[config.mk]
export PLATFORM = sky130hd
export DESIGN_NAME = serial_byte_capture
export DESIGN_NICKNAME = d
export VERILOG_FILES = /design/src/rtl/serial_byte_capture_pkg.sv /design/src/rtl/serial_byte_capture_bit_assembler.sv /design/src/rtl/serial_byte_capture.sv
export SDC_FILE = /design/constraint.sdc
export NUM_CORES = 1
export LEC_CHECK = 0
export ABC_AREA = 0
export CAP_MARGIN = 20
export CELL_PAD_IN_SITES_DETAIL_PLACEMENT = 1
export CELL_PAD_IN_SITES_GLOBAL_PLACEMENT = 2
export CORE_MARGIN = 2
export CORE_UTILIZATION = 45
export DETAILED_ROUTE_END_ITERATION = 10
export GPL_ROUTABILITY_DRIVEN = 0
export PLACE_DENSITY = 0.83
export SYNTH_ARGS = -nofsm -noshare
export SYNTH_HDL_FRONTEND = slang
export SYNTH_SLANG_ARGS = --single-unit
[constraint.sdc]
create_clock -name clk -period 2.6 [get_ports clk]
set_input_delay 0.39 -clock clk [delete_from_list [all_inputs] [get_ports clk]]
set_output_delay 0.39 -clock clk [all_outputs]
set_load 0.05 [all_outputs]
[src/rtl/serial_byte_capture_pkg.sv]
// Shared constants for the serial byte capture block and its loopback partner.
package serial_byte_capture_pkg;

  localparam int unsigned WIDTH = 8;
  localparam int unsigned DEPTH = 16;
  localparam int unsigned AW    = 4;

  // Known-good patterns also emitted by the streaming transmitter.
  localparam logic [WIDTH-1:0] PAT_A = 8'hCC;
  localparam logic [WIDTH-1:0] PAT_B = 8'hAA;

endpackage

[src/rtl/serial_byte_capture_bit_assembler.sv]
// LSB-first bit assembler: shift register, bit counter and byte completion strobe.
module serial_byte_capture_bit_assembler #(
  parameter int unsigned WIDTH = 8,
  parameter int unsigned CW    = $clog2(WIDTH)
) (
  input  logic             clk,
  input  logic             clear,
  input  logic             din,
  input  logic             din_valid,
  output logic [CW-1:0]    bit_cnt,
  output logic             done,
  output logic [WIDTH-1:0] byte_data
);

  localparam logic [CW-1:0] LastBit = CW'(WIDTH - 1);

  // The top bit never needs storing: it arrives on the completion edge itself.
  logic [WIDTH-2:0] shift_q, shift_d;
  logic [CW-1:0]    cnt_q;

  always_comb begin
    shift_d = shift_q;
    for (int i = 0; i < WIDTH - 1; i++) begin
      if (cnt_q == CW'(i)) shift_d[i] = din;
    end
  end

  always_ff @(posedge clk) begin
    if (clear) begin
      shift_q <= '0;
      cnt_q   <= '0;
    end else if (din_valid) begin
      shift_q <= shift_d;
      cnt_q   <= cnt_q + 1'b1;
    end
  end

  assign bit_cnt   = cnt_q;
  assign done      = din_valid & ~clear & (cnt_q == LastBit);
  assign byte_data = {din, shift_q};

endmodule

[src/rtl/serial_byte_capture.sv]
// Serial-to-parallel receiver writing completed bytes into a small capture memory.
module serial_byte_capture
  import serial_byte_capture_pkg::*;
#(
  parameter int unsigned WIDTH = serial_byte_capture_pkg::WIDTH,
  parameter int unsigned DEPTH = serial_byte_capture_pkg::DEPTH,
  parameter int unsigned AW    = serial_byte_capture_pkg::AW,
  parameter int unsigned WRAP  = 0
) (
  input  logic                     clk,
  input  logic                     clear,
  input  logic                     din,
  input  logic                     din_valid,
  input  logic [AW-1:0]            rd_addr,
  output logic [WIDTH-1:0]         rd_data,
  output logic [WIDTH-1:0]         byte_out,
  output logic                     byte_valid,
  output logic [AW-1:0]            wr_addr,
  output logic [$clog2(WIDTH)-1:0] bit_cnt,
  output logic                     full,
  output logic                     overflow
);

  logic             done;
  logic [WIDTH-1:0] byte_data;

  logic [WIDTH-1:0] mem_q [DEPTH];
  logic [AW-1:0]    wr_addr_q;
  logic [WIDTH-1:0] byte_out_q;
  logic             byte_valid_q;
  logic             full_q;
  logic             overflow_q;

  serial_byte_capture_bit_assembler #(
    .WIDTH (WIDTH)
  ) u_bit_assembler (
    .clk       (clk),
    .clear     (clear),
    .din       (din),
    .din_valid (din_valid),
    .bit_cnt   (bit_cnt),
    .done      (done),
    .byte_data (byte_data)
  );

  // Capture memory is deliberately not reset.
  always_ff @(posedge clk) begin
    if (done && !full_q) mem_q[wr_addr_q] <= byte_data;
  end

  always_ff @(posedge clk) begin
    if (clear) begin
      wr_addr_q    <= '0;
      byte_out_q   <= '0;
      byte_valid_q <= 1'b0;
      full_q       <= 1'b0;
      overflow_q   <= 1'b0;
    end else begin
      byte_valid_q <= done;
      if (done) begin
        byte_out_q <= byte_data;
        if (!full_q) begin
          wr_addr_q <= wr_addr_q + 1'b1;
          if ((WRAP == 0) && (wr_addr_q == AW'(DEPTH - 1))) full_q <= 1'b1;
        end else begin
          overflow_q <= 1'b1;
        end
      end
    end
  end

  assign rd_data    = mem_q[rd_addr];
  assign byte_out   = byte_out_q;
  assign byte_valid = byte_valid_q;
  assign wr_addr    = wr_addr_q;
  assign full       = full_q;
  assign overflow   = overflow_q;

endmodule

---- Word level (Yosys, flattened, before mapping) ----
Memory sizes are Yosys's and may differ from the RTL's.
Index checks and enable logic that the tools add are counted.
operators by class
  $add $sub $neg .......................... 2
  equal/unequal tests ..................... 8
  muxes and demuxes ....................... 4
  bitwise logic cells ..................... 4
  reduce and logical (&&, ||, !) cells .... 12
operators by type and width
  cell                                                                    number
  2-bit AND reduction                                                     9
  3-bit equality test (second input constant)                             4
  3-bit by 2-bit equality test with 1-bit output (second input constant)  2
  4-bit by 1-bit adder with 4-bit output (second input constant)          1
  4-bit equality test (second input constant)                             1
  1-bit 2-to-1 mux                                                        4
  3-bit by 1-bit adder with 3-bit output (second input constant)          1
  3-bit by 1-bit equality test with 1-bit output (second input constant)  1
  3-bit zero test                                                         1
  1-bit AND                                                               2
  1-bit inverter                                                          2
  1-bit logical AND                                                       1
  1-bit zero test                                                         1
storage, ports and cells
  register bits after elaboration ......... 25
  bits in writable memories ............... 128
  input port bits ......................... 8
  output and inout port bits .............. 26
  logic and storage cells ................. 44
  memories ................................ 1
memory list
  memory  words  width  rd ports  clocked after Yosys merged registers in  wr ports  line                       source
  mem_q   16     8      1         0                                        1         serial_byte_capture.sv:27  logic [WIDTH-1:0] mem_q [DEPTH];

---- Depth between registers and ports, before layout ----
  word-level depth ........................ 6
  depth in mapped cells ................... 6
  depth with buffers taken out ............ 5

---- By module ----
From an unflattened synthesis, not the netlist that was laid out.
second synthesis, totals
  cell total of the unflattened synthesis .. 336
  area, all modules ....................... 6105.9 um2
modules (own cells, without submodules)
  module                             instances  cells an instance  area each (um2)  seq. area each (um2)
  serial_byte_capture                1          284                5589.1           4144.0
  serial_byte_capture_bit_assembler  1          52                 516.7            200.2

---- Worst setup path after synthesis ----
OpenSTA, ideal clock, no wires.
  kind .................................... reg-to-reg
  from .................................... register u_bit_assembler.cnt_q[0] (netlist: u_bit_assembler.bit_cnt[0])
  to ...................................... memory mem_q[1][0] (enable)
  arrival time ............................ 2.116 ns
  required time ........................... 2.217 ns
  setup slack ............................. 0.100 ns
  cell stages (with the launch flop) ...... 6
  path buffers ............................ 0
  period minus slack after synthesis ...... 2.500 ns
  path through ............................ dfxtp_1 -> ha_1 -> ha_1 -> and4bb_2 -> nand2_1 -> nor3_1
between the ends
  cells in the longest elaborated chain, start to end .. 5
RTL lines
  item                                    line                                     source
  from (decl)                             serial_byte_capture_bit_assembler.sv:19  logic [CW-1:0] cnt_q;
  from (signal assigned)                  serial_byte_capture_bit_assembler.sv:34  cnt_q <= cnt_q + 1'b1;
  3-bit equality test                     serial_byte_capture_bit_assembler.sv:39  assign done = din_valid & ~clear & (cnt_q == LastBit);
  1-bit AND                               serial_byte_capture_bit_assembler.sv:39
  1-bit logical AND                       serial_byte_capture.sv:48                if (done && !full_q) mem_q[wr_addr_q] <= byte_data;
  1-bit 2-to-1 mux                        serial_byte_capture.sv:48
  1-bit 2-to-1 mux (implied by the code)  serial_byte_capture.sv:48
  to (decl)                               serial_byte_capture.sv:27
Every way passes these cells.

---- Worst setup path in the final report ----
  from .................................... input port rd_addr[1]
  to ...................................... output port rd_data[2]
between the ends
  cells in the longest elaborated chain, start to end .. 1
RTL lines
  item               line                       source
  from (decl)        serial_byte_capture.sv:14  input logic [AW-1:0] rd_addr,
  memory 16 x 8 bit  -
  to (decl)          serial_byte_capture.sv:15  output logic [WIDTH-1:0] rd_data,
Every way passes these cells.

==> flow_summary.toml <==
[synth]
ys_seq_elements = 153
yosysSeqAreaShare = 0.717
synthMuxAreaShare = 0.141
ys_types = 30
yosys-top-cells-area = "edfxtp_1 (63%), dfxtp_1 (8.3%), mux4_2 (6.7%)"
netlist_area_mm2 = 0.00606
synthFlopType = "edfxtp_1"
synth_compound_area_frac = 0.0341
yosysMostFrequentCell = "edfxtp_1"
synth_common_cells = "edfxtp_1 (128), nand2_1 (32), nor2_1 (27), dfxtp_1 (25), mux4_2 (18)"
yosys.area_share.simple = 0.0613
synthCells = 344
netlist.top_cell.by_area = "edfxtp_1"
yosys.area_share.adder = 0.0206
synthXorXnorAreaFrac = 0.00289
synth_edf_count = 128
synth_top_family_by_area = "multiplexers"
avgSynthCellArea_um2 = 17.6
synthArstFlopShare = 0
synth.top_cell.area_share = 0.634
synth_nets = 362
yosysWarnings = 0

[drt]
vias = 3232
wirelength_um = 13200
wl_per_cell_um = 22.3
firstDrtPassIters = 4
ant_nets = 0
via_per_inst = 5.48
drt_iter0_drc = 233
post-route-drc-count = 0

[floorplan]
num_rows = 42
core_mm2 = 0.0132
fp.dieW_um = 120
dieArea_mm2 = 0.0144
start_util = 0.460
die_h_um = 120
io_pins = 34

[clock_tree]
clk-insertion-delay-late_ns = 0.42
clk_pin_slew_worst_paths_ns = 0.06
cts_root_buffer = "clkbuf_16"
cts_setup_buffers = 0
cts_tree = "yes"
cts_max_path_buffers = 2
cts_hold_buf = 0
cts_buffers = 17
h-tree-depth = 4
clock-sinks = 153
ctsResizeCount = 0

[worst_setup_path]
critPathSlowestCell = "clkdlybuf4s50_1"
path_cells = "clkdlybuf4s50_1 -> buf_12 -> mux4_1 -> a22oi_1 -> nand2_1 -> buf_4"
crit_type = "input port to output pin"
arrival_ns = 2.08
critPathRequiredTime_ns = 2.21
r2r_cells = 6
start_kind = "input port"
critPathMaxFanout = 32
rr_startpoint = "u_bit_assembler.bit_cnt[0]"
worst_setup_path_end_kind = "output pin"
path_delay_family = "buffers and inverters"
path_buf_inv = 3
crit_path_max_incr_delay_ns = 0.52
rr_endpoint = "mem_q[0][2]"
r2r_setup_slack_ns = 0.61

[global_routing]
grt_pass1_wl_um = 20900
antenna_found_initial = 0
track_usage = 0.203
grt_max_degree = 33
grt.overflow.total = 0
grt_pass1_vias = 3578

[power]
leakage_nw = 2.49
combPwrFrac = 0.049
p_seq_frac = 0.522
switching_power_mw = 1.08
p_clk_frac = 0.429
power.total_mw = 5.12
swShare = 0.211
vdd_drop_max_mv = 0.440
internal_power_mw = 4.04
power.density_mw_per_mm2 = 710

[run]
maxCapViolations = 0

[place]
dp_hpwl_um = 8770
dpl_cell_area_mm2 = 0.00667
placed_cells = 558
io_buffers = 33
dp_slack_ns = 0.0845

[sta]
hold_ws_ns = 0.459
setup_tns_ns = 0
slew_headroom = 0.475
rsz0062_at_grt = "false"
max_slew.worst_pin.slew_ns = 0.787
skew_ns = 0.00982
worst_slack_ns = 0.128
max_freq_ghz = 0.404
setup-violations-final = 0
drv_slew = 0
hold_violations = 0
fin_crit_ns = 2.47
post-route-period-util = 0.951

[worst_hold_path]
hold-path-endpoint = "byte_out[3]"
worstHoldStart = "byte_out[3]"
hold_path_depth = 2
hold_class = "flop to flop"

[layout]
final_util = 0.546
area_growth_pct = 18.8
final_cells = 590
final_cell_area_mm2 = 0.00720
fillers = 1235
diodes = 0
drive_gt1_frac = 0.193
final_nets = 419

[run_status]
outcome = "completed"
## layout by cell type (no fill, tap or decap), types with 3 or more instances in the layout
cell type        Yosys  routed
clkinv_2             0       5
nor2_1              27      27
nand3b_1             4       4
mux2i_1              8       8
dfxtp_1             25      25
nor3_1               4       4
clkbuf_8             0       3
clkbuf_1             8       4
mux4_2              18      18
clkdlybuf4s50_1      0      24
buf_4                1      30
mux4_1              14      14
a21oi_1             12      12
edfxtp_1           128     128
a22oi_1             16      16
inv_1                6       6
ha_1                10      10
clkbuf_16            0      17
nand3_1              5       5
nand2_1             32      32
## final cells by class
type / count / area, um^2 / share of cell area
Clock inverter: 8 / 48.8 / 0.00678
Inverter: 6 / 22.5 / 0.00313
Multi-Input combinational cell: 166 / 1570 / 0.219
Tap cell: 176 / 220 / 0.0306
Clock buffer: 24 / 482 / 0.0669
Timing Repair Buffer: 57 / 510 / 0.0709
Sequential cell: 153 / 4340 / 0.603
## worst min-delay path: stages, from the launching register on
cell and delay (ns):
dfxtp_1 0.31, nand2_1 0.05, a21oi_1 0.05
## sequential cells by signal (all words and copies together) (netlist names)
| signal | cells |
|---|---|
| byte_valid | 1 |
| overflow | 1 |
| byte_out | 8 |
| full | 1 |
| wr_addr | 4 |
| u_bit_assembler.bit_cnt | 3 |
| u_bit_assembler.shift_q | 7 |
| mem_q | 128 |
## per-layer routing
layer	part of all wire	GRT usage
met5	0	0
met4	0.018	0.0875
met3	0.036	0.0423
met2	0.51	0.338
met1	0.43	0.258
## power groups by stage
| stage | clock, mW | sequential (mW) | combinational (mW) |
|---|---|---|---|
| after global placement | 0 | 2.72 | 0.250 |
| after detailed placement | 0 | 2.72 | 0.256 |
| after floorplan | 0 | 2.73 | 0.162 |
| final | 2.19 | 2.67 | 0.252 |
| after global routing | 2.32 | 2.67 | 0.271 |
| after CTS | 2.24 | 2.67 | 0.257 |
## cells by family (layout without fill, tap and decap cells)
group           Yosys count  after routing
compound gates           32             32
xor+xnor                  2              2
fa+ha+maj                10             10
buf+inv                  25             95
flops                   153            153
mux                      40             40
simple gates             82             82
## how the worst max path moves through the flow
stage	startpoint	endpoint	slack, ns	depth (start not counted)
floorplan	u_bit_assembler.bit_cnt[0]	mem_q[1][0]	0.10	5
global placement	rd_addr[1]	rd_data[2]	0.12	6
detailed placement	rd_addr[1]	rd_data[5]	0.08	6
CTS	rd_addr[1]	rd_data[5]	0.07	6
global route	rd_addr[1]	rd_data[5]	0.04	6
finish	rd_addr[1]	rd_data[2]	0.13	6
Power figures use the tool's default switching activity.
